## src/rtl/line_drawer.sv

```systemverilog
// Bresenham line rasteriser: latches two endpoints on start and streams one pixel
// per accepted valid/ready transfer, first (x0,y0) through last (x1,y1), then pulses done.
module line_drawer #(
    parameter int CW = 9
) (
    input  logic          Clk,
    input  logic          Reset_n,
    input  logic          start,
    input  logic [CW-1:0] x0,
    input  logic [CW-1:0] y0,
    input  logic [CW-1:0] x1,
    input  logic [CW-1:0] y1,
    output logic          plot_valid,
    input  logic          plot_ready,
    output logic [CW-1:0] px,
    output logic [CW-1:0] py,
    output logic          busy,
    output logic          done,
    output logic [1:0]    o_dbg_state
);

    localparam int EW = CW + 3;
    localparam logic [CW-1:0] ONE = {{(CW-1){1'b0}}, 1'b1};

    typedef enum logic [1:0] {
        S_IDLE  = 2'd0,
        S_SETUP = 2'd1,
        S_DRAW  = 2'd2,
        S_DONE  = 2'd3
    } state_t;

    state_t r_state;
    state_t w_next;

    logic [CW-1:0]        r_x0, r_y0, r_x1, r_y1;
    logic [CW-1:0]        r_px, r_py;
    logic                 r_sx_neg, r_sy_neg;
    logic signed [EW-1:0] r_dx, r_dy, r_err;

    logic [CW-1:0]        w_dx_abs, w_dy_abs;
    logic signed [EW-1:0] w_e2, w_err_a, w_err_n;
    logic                 w_xfer, w_last, w_step_x, w_step_y;

    // plot_valid/plot_ready: a pixel transfers on a rising edge where both are high;
    // px/py are only updated by a transfer, so they hold while the consumer stalls.
    assign w_xfer   = (r_state == S_DRAW) && plot_ready;
    assign w_last   = (r_px == r_x1) && (r_py == r_y1);
    assign w_dx_abs = (r_x1 >= r_x0) ? (r_x1 - r_x0) : (r_x0 - r_x1);
    assign w_dy_abs = (r_y1 >= r_y0) ? (r_y1 - r_y0) : (r_y0 - r_y1);
    assign w_e2     = r_err <<< 1;
    assign w_step_x = (w_e2 >= r_dy);
    assign w_step_y = (w_e2 <= r_dx);
    assign w_err_a  = w_step_x ? (r_err + r_dy) : r_err;
    assign w_err_n  = w_step_y ? (w_err_a + r_dx) : w_err_a;

    always_ff @(posedge Clk or negedge Reset_n) begin
        if (!Reset_n) begin
            r_state <= S_IDLE;
        end else begin
            r_state <= w_next;
        end
    end

    always_comb begin
        w_next      = r_state;
        plot_valid  = 1'b0;
        busy        = 1'b1;
        done        = 1'b0;
        case (r_state)
            S_IDLE: begin
                busy = 1'b0;
                if (start) w_next = S_SETUP;
            end
            S_SETUP: w_next = S_DRAW;
            S_DRAW: begin
                plot_valid = 1'b1;
                if (w_xfer && w_last) w_next = S_DONE;
            end
            S_DONE: begin
                done   = 1'b1;
                w_next = S_IDLE;
            end
            default: w_next = S_IDLE;
        endcase
    end

    always_ff @(posedge Clk or negedge Reset_n) begin
        if (!Reset_n) begin
            r_x0     <= '0;
            r_y0     <= '0;
            r_x1     <= '0;
            r_y1     <= '0;
            r_px     <= '0;
            r_py     <= '0;
            r_sx_neg <= 1'b0;
            r_sy_neg <= 1'b0;
            r_dx     <= '0;
            r_dy     <= '0;
            r_err    <= '0;
        end else begin
            case (r_state)
                S_IDLE: begin
                    if (start) begin
                        r_x0 <= x0;
                        r_y0 <= y0;
                        r_x1 <= x1;
                        r_y1 <= y1;
                    end
                end
                S_SETUP: begin
                    // dx is non-negative, dy non-positive; three guard bits keep 2*err in range.
                    r_sx_neg <= (r_x1 < r_x0);
                    r_sy_neg <= (r_y1 < r_y0);
                    r_dx     <= $signed({3'b000, w_dx_abs});
                    r_dy     <= -$signed({3'b000, w_dy_abs});
                    r_err    <= $signed({3'b000, w_dx_abs}) - $signed({3'b000, w_dy_abs});
                    r_px     <= r_x0;
                    r_py     <= r_y0;
                end
                S_DRAW: begin
                    if (w_xfer && !w_last) begin
                        r_err <= w_err_n;
                        if (w_step_x) r_px <= r_sx_neg ? (r_px - ONE) : (r_px + ONE);
                        if (w_step_y) r_py <= r_sy_neg ? (r_py - ONE) : (r_py + ONE);
                    end
                end
                default: ;
            endcase
        end
    end

    assign px          = r_px;
    assign py          = r_py;
    assign o_dbg_state = r_state;

endmodule

```

## config.mk

```make
export PLATFORM = sky130hd
export DESIGN_NAME = line_drawer
export DESIGN_NICKNAME = d
export VERILOG_FILES = /design/src/rtl/line_drawer.sv
export SDC_FILE = /design/constraint.sdc
export NUM_CORES = 1
export LEC_CHECK = 0
export ABC_CLOCK_PERIOD_IN_PS = 7700
export CAP_MARGIN = 20
export CORE_MARGIN = 3
export CORE_UTILIZATION = 55
export CTS_BUF_LIST = sky130_fd_sc_hd__clkbuf_8
export DETAILED_ROUTE_END_ITERATION = 10
export DONT_BUFFER_PORTS = 1
export GPL_TIMING_DRIVEN = 0
export PLACE_DENSITY = 0.69
export RECOVER_POWER = 50
export SETUP_SLACK_MARGIN = 0.1
export SLEW_MARGIN = 20
export SYNTH_ARGS = -nofsm -noshare
export SYNTH_HDL_FRONTEND = slang
export SYNTH_SLANG_ARGS = --single-unit
export TNS_END_PERCENT = 1
```

## constraint.sdc

```tcl
create_clock -name Clk -period 7.7 [get_ports Clk]
set_clock_uncertainty 0.2 [all_clocks]
set_input_delay 1.54 -clock Clk [delete_from_list [all_inputs] [get_ports Clk]]
set_output_delay 1.54 -clock Clk [all_outputs]
set_load 0.03 [all_outputs]
```

# Word level (Yosys, flattened, before mapping)

Cells that the tools add are included.

Output and inout bits: 23
Logic and storage cells: 72
Input bits: 40
Register bits after elaboration: 91

Reduce and logical (&&, ||, !) cells: 12
Mux-type cells: 20
Equality and inequality tests: 10
Magnitude comparators: 6
Add/subtract/negate cells: 12

Operators by type and width:

| operator              | number |
|---|---|
| $mux W9               | 8 |
| $mux W12              | 3 |
| $pmux W9 S2           | 2 |
| $sub A9 B9 Y9         | 4 |
| $pmux W12 S2          | 1 |
| $add A9 B1 Y9 const B | 2 |
| $eq A9 B9 Y1          | 2 |
| $ge A9 B9 Y1          | 2 |
| $lt A9 B9 Y1          | 2 |
| $sub A9 B1 Y9 const B | 2 |
| $add A12 B10 Y12      | 1 |
| $add A12 B12 Y12      | 1 |
| $ge A12 B12 Y1        | 1 |
| $le A12 B10 Y1        | 1 |
| $neg A9 Y12           | 1 |
| $sub A9 B9 Y10        | 1 |
| $pmux W2 S4           | 1 |
| $ne A2 B2 Y1 const B  | 3 |
| $reduce_and A2 Y1     | 3 |
| $reduce_and A3 Y1     | 2 |
| $eq A2 B2 Y1 const B  | 2 |
| $logic_and A1 B1 Y1   | 4 |
| $mux W2               | 2 |
| $ne A2 B1 Y1 const B  | 2 |
| other kinds (5)       | 7 |

# Depth between registers and ports, before layout

Word-level depth: 6
Depth in mapped cells: 21
Depth with buffers taken out: 20

# Least setup slack after synthesis

OpenSTA, ideal clock, no wires.

Kind: reg-to-reg
Start point: reg r_dy[1]
End point: reg r_err[8]
Stages on the path, launching flop included: 21
Arrival time: 4085 ps
Required time: 7417 ps
Path slack: 3332 ps
Clock period less this slack: 4368 ps
Path buffers: 1
Cells stage by stage: dfrtp_1 inv_1 ha_1 nor2b_1 o21a_1 o21ai_0 o2bb2ai_1 o21a_1 clkbuf_1 mux2_2 ha_1 fa_1 a21o_1 a21o_1 and2_1 o221ai_1 a21oi_1 a211oi_1 a21oi_1 mux2_2 o21ai_0

Word-level cells in the longest chain between the ends: 6

Ends and longest elaborated chain:

| element                                                   | line   | source |
|---|---|---|
| from (decl)                                               | 38     | `logic signed [EW-1:0] r_dx, r_dy, r_err;` |
| from (signal assigned)                                    | 115    | `r_dy <= -$signed({3'b000, w_dy_abs});` |
| $add A12 B12 Y12 / $ge A12 B12 Y1 (equally long branches) | 53, 51 |  |
| $mux W12 (*)                                              | 53     | `assign w_err_a = w_step_x ? (r_err + r_dy) : r_err;` |
| $add A12 B10 Y12                                          | 54     | `assign w_err_n = w_step_y ? (w_err_a + r_dx) : w_err_a;` |
| $mux W12 (*)                                              | 54     |  |
| $mux W12 (*)                                              | 121    | `if (w_xfer && !w_last) begin` |
| $pmux W12 S2 (*)                                          | 101    | `case (r_state)` |
| to (signal assigned)                                      | 116    | `r_err <= $signed({3'b000, w_dx_abs}) - $signed({3'b000, w_dy_abs});` |
| to (signal assigned)                                      | 122    | `r_err <= w_err_n;` |
| to (decl)                                                 | 38     |  |

Every way passes the cells marked *; elsewhere a longest branch is shown, timed or not. The select of a mux whose other input is x is not followed.
A chain may end at the register's enable or synchronous reset.

# Final worst setup path

Start point: reg r_err[9]
End point: reg r_err[8]

Word-level cells in the longest chain between the ends: 6

Ends and longest elaborated chain:

| element          | line | source |
|---|---|---|
| $ge A12 B12 Y1   | 51   | `assign w_step_x = (w_e2 >= r_dy);` |
| $mux W12         | 53   |  |
| $add A12 B10 Y12 | 54   |  |
| $mux W12 (*)     | 54   |  |
| $mux W12 (*)     | 121  |  |
| $pmux W12 S2 (*) | 101  |  |

Marks and branches as above.

==> results by group <==
Worst setup path
  • CP Max Fanout: 10
  • CP Class: reg2reg
  • Req. time, crit path: between 7 and 8 ns
  • FF-to-FF setup slack: around 2.2 ns
  • Arrival time at the worst endpoint: 5.57 ns
  • Setup crit start kind: flip-flop
  • CP Capture Type: flip-flop

Layout
  • Final nets: 1,057
  • Area Overhead vs Synth: 5.19%
  • Share of cells above drive strength 1: 10.2%
  • Filler Cells Inserted: around 1,300
  • # diodes: 0

Global routing
  • Global route overflow: 0
  • Largest net degree at the start of global routing: between 90 and 100
  • Antenna violations before repair: 0
  • Total Routing Usage GR: a little over a quarter
  • First-pass GRT wire length: about 36 mm
  • Vias in the first global route: about 7,000

Logic synthesis
  • Synth area leaders: dfrtp_1, ha_1, mux2_2, xnor2_1, inv_1
  • Post-Syn Area: between 8000 and 9000 um^2
  • Ys async rst share: between 90% and 100%
  • Post-synthesis adder-cell area fraction: 17.7%
  • Seq/Total Area, Yosys: 27.6%
  • Multiplexer share of the synthesized area: 9.93%
  • Synth top area share: 27.6%
  • Avg Inst Size Synth: between 9 and 10 um^2
  • Seq cells post-synth: 90
  • Synth area leader: dfrtp_1
  • Main synth FF type: dfrtp_1
  • Combinational family with the most area after synthesis: compound AO/OA/AOI/OAI gates
  • Top cells by count, synth: ha_1, dfrtp_1, inv_1
  • Xor/xnor cell area share of the yosys netlist: 7.00%
  • Compound-cell area share of the yosys netlist: between 15 and 20%
  • YS warnings: 0
  • Mapped Nets: 1,046
  • Simple-Gate Fraction of Synth Area: between 10% and 20%
  • Yosys cell types: approximately 70
  • Cell count after synthesis: between 800 and 900
  • Post-synth EDFFs: 0
  • Cell with the most instances after synthesis: ha_1

Detailed routing
  • Post-route ant nets: 0
  • Via density: approximately 6.1
  • WL/cell: 19.7 um
  • TritonRoute pass-1 iters: 5
  • Residual DRC count: 0
  • Drt total wl: between 20 and 25 mm
  • First DRT Iteration DRCs: 469
  • Vias post-DR: around 6,700

Clock network
  • Bufs on Longest Clock Path: 2
  • CTS Hold Bufs: 0
  • Post-CTS Setup Bufs: 0
  • Root buf cell: clkbuf_8
  • Cts bufs inserted: 9
  • CTS H-tree depth: 3
  • Post-CTS sizing: 0
  • Sink Count: 90
  • Clock transition at the registers of the reported paths: about 0.1 ns
  • Worst-Skew Late Latency: roughly 0.39 ns
  • CTS tree: yes

Timing
  • Post-route clock period utilization: a little under three quarters
  • Max_slew headroom: about 46%
  • Setup TNS: 0 ns
  • Worst Max-Slew Pin Slew: 0.809 ns
  • Final setup viols: 0
  • RSZ-0062 raised after global routing: false
  • Max-slew violation count: 0
  • Final Hold Viols: 0
  • Crit path time final: between 5 and 6 ns
  • Peak Freq: about 180 MHz

Placement
  • HPWL after detailed placement: 17.3 mm
  • Port bufs: 0
  • GPL Wtd Cong: 0.944

Job
  • Max cap viols: 0

Floorplan
  • Initial Util: roughly 57%
  • Die Area: 16,300 um^2
  • Chip Width: ~130 um
  • CORE AREA: approximately 14,000 um^2
  • Num rows: 43
  • Boundary Pins: 63
  • Die height: 128 um

Hold path
  • Worst hold path type: reg2reg

Status
  • Outcome: finished clean
[flip-flops by register name (all words and copies together), names as in the netlist]
name         count
o_dbg_state      2
r_dy            12
r_y1             9
r_sx_neg         1
r_dx             9
r_x1             9
r_x0             9
py               9
r_y0             9
px               9
r_err           11
r_sy_neg         1
[final cells by class]
class,instances,area [um^2],share of cell area (%)
clock buffers,9,124,1.44
plain buffers,25,104,1.21
clock inverters,6,66.3,0.773
flip-flops and latches,90,2250,26.3
inverters,90,338,3.94
well taps,180,225,2.63
multi-input cells,691,5470,63.7
[placed cells by master, fill, tap and decap left out, drive strengths merged, types with 7 or more instances in the layout]
| master | netlist | routed |
|---|---|---|
| a211oi | 7 | 7 |
| o21ai | 62 | 62 |
| clkbuf | 20 | 30 |
| xor2 | 20 | 20 |
| nand3 | 15 | 15 |
| a21o | 33 | 33 |
| nor2b | 14 | 14 |
| o21a | 10 | 10 |
| nor3 | 17 | 17 |
| nand4 | 12 | 12 |
| nand2 | 49 | 49 |
| a21oi | 54 | 54 |
| mux2 | 53 | 53 |
| fa | 9 | 9 |
| inv | 90 | 91 |
| a31oi | 10 | 10 |
| xnor2 | 43 | 43 |
| dfrtp | 90 | 90 |
| mux2i | 20 | 20 |
| nor2 | 51 | 51 |
| ha | 101 | 101 |
| and2 | 8 | 8 |
| nand2b | 10 | 10 |
[path summary, 6_finish.rpt]
path                           from   endpoint  cells after the start
max reg2reg                r_err[9]   r_err[8]                     18
min reg2reg                 r_dx[0]    r_dx[0]                      2
max in group asynchronous   Reset_n      py[1]                      0
min in group asynchronous   Reset_n  r_err[10]                      0
max                        r_err[9]   r_err[8]                     18
min                         r_dx[0]    r_dx[0]                      2
[logic make-up after synthesis]
family / count (synthesis)
xor gates and xnor gates: 63
DFF: 90
muxes: 73
buffers and inverters: 115
adders and majority gates: 110
and+or+nand+nor: 203
AOI/OAI and AO/OA: 242
[metal layers]
| layer | GRT usage [%] | wire [um] | vias to the layer above |
|---|---|---|---|
| met5 | 0 | 0 | - |
| met4 | 11.4 | 838 | 0 |
| met3 | 5.08 | 1320 | 50 |
| met2 | 43.9 | 9890 | 210 |
| met1 | 35.5 | 9410 | 3215 |
| li1 | - | - | 3217 |
[metrics by stage]
stage                     cells  worst slack [ns]  hold slack (ns)  cell area (um^2)  util [%]
after floorplan             896              3.33            0.269              8150         -
after global placement     1076              2.54            0.300              8380      59.0
after detailed placement   1076              2.31            0.325              8380      59.0
after CTS                  1091              2.29            0.344              8570      60.3
after global routing       1091              1.79            0.363              8570      60.4
final                      1091              2.23            0.357              8570      60.4
[critical path, stage by stage, from the launching register on]
cell and delay, ns:
dfrtp_1 0.54, ha_1 0.27, nor4b_1 0.32, o21ai_0 0.13
o21ai_0 0.18, o21a_1 0.14, clkbuf_1 0.33, clkbuf_1 0.58
o21ai_0 0.35, fa_1 0.51, a21o_1 0.19, a21o_1 0.20
and2_1 0.18, o221ai_1 0.32, a21oi_1 0.14, a211oi_1 0.26
a21oi_1 0.08, mux2_2 0.28, o21ai_0 0.18
Power is not shown: default switching activity piles up to over one toggle a cycle in this logic, so the estimate is an artifact.
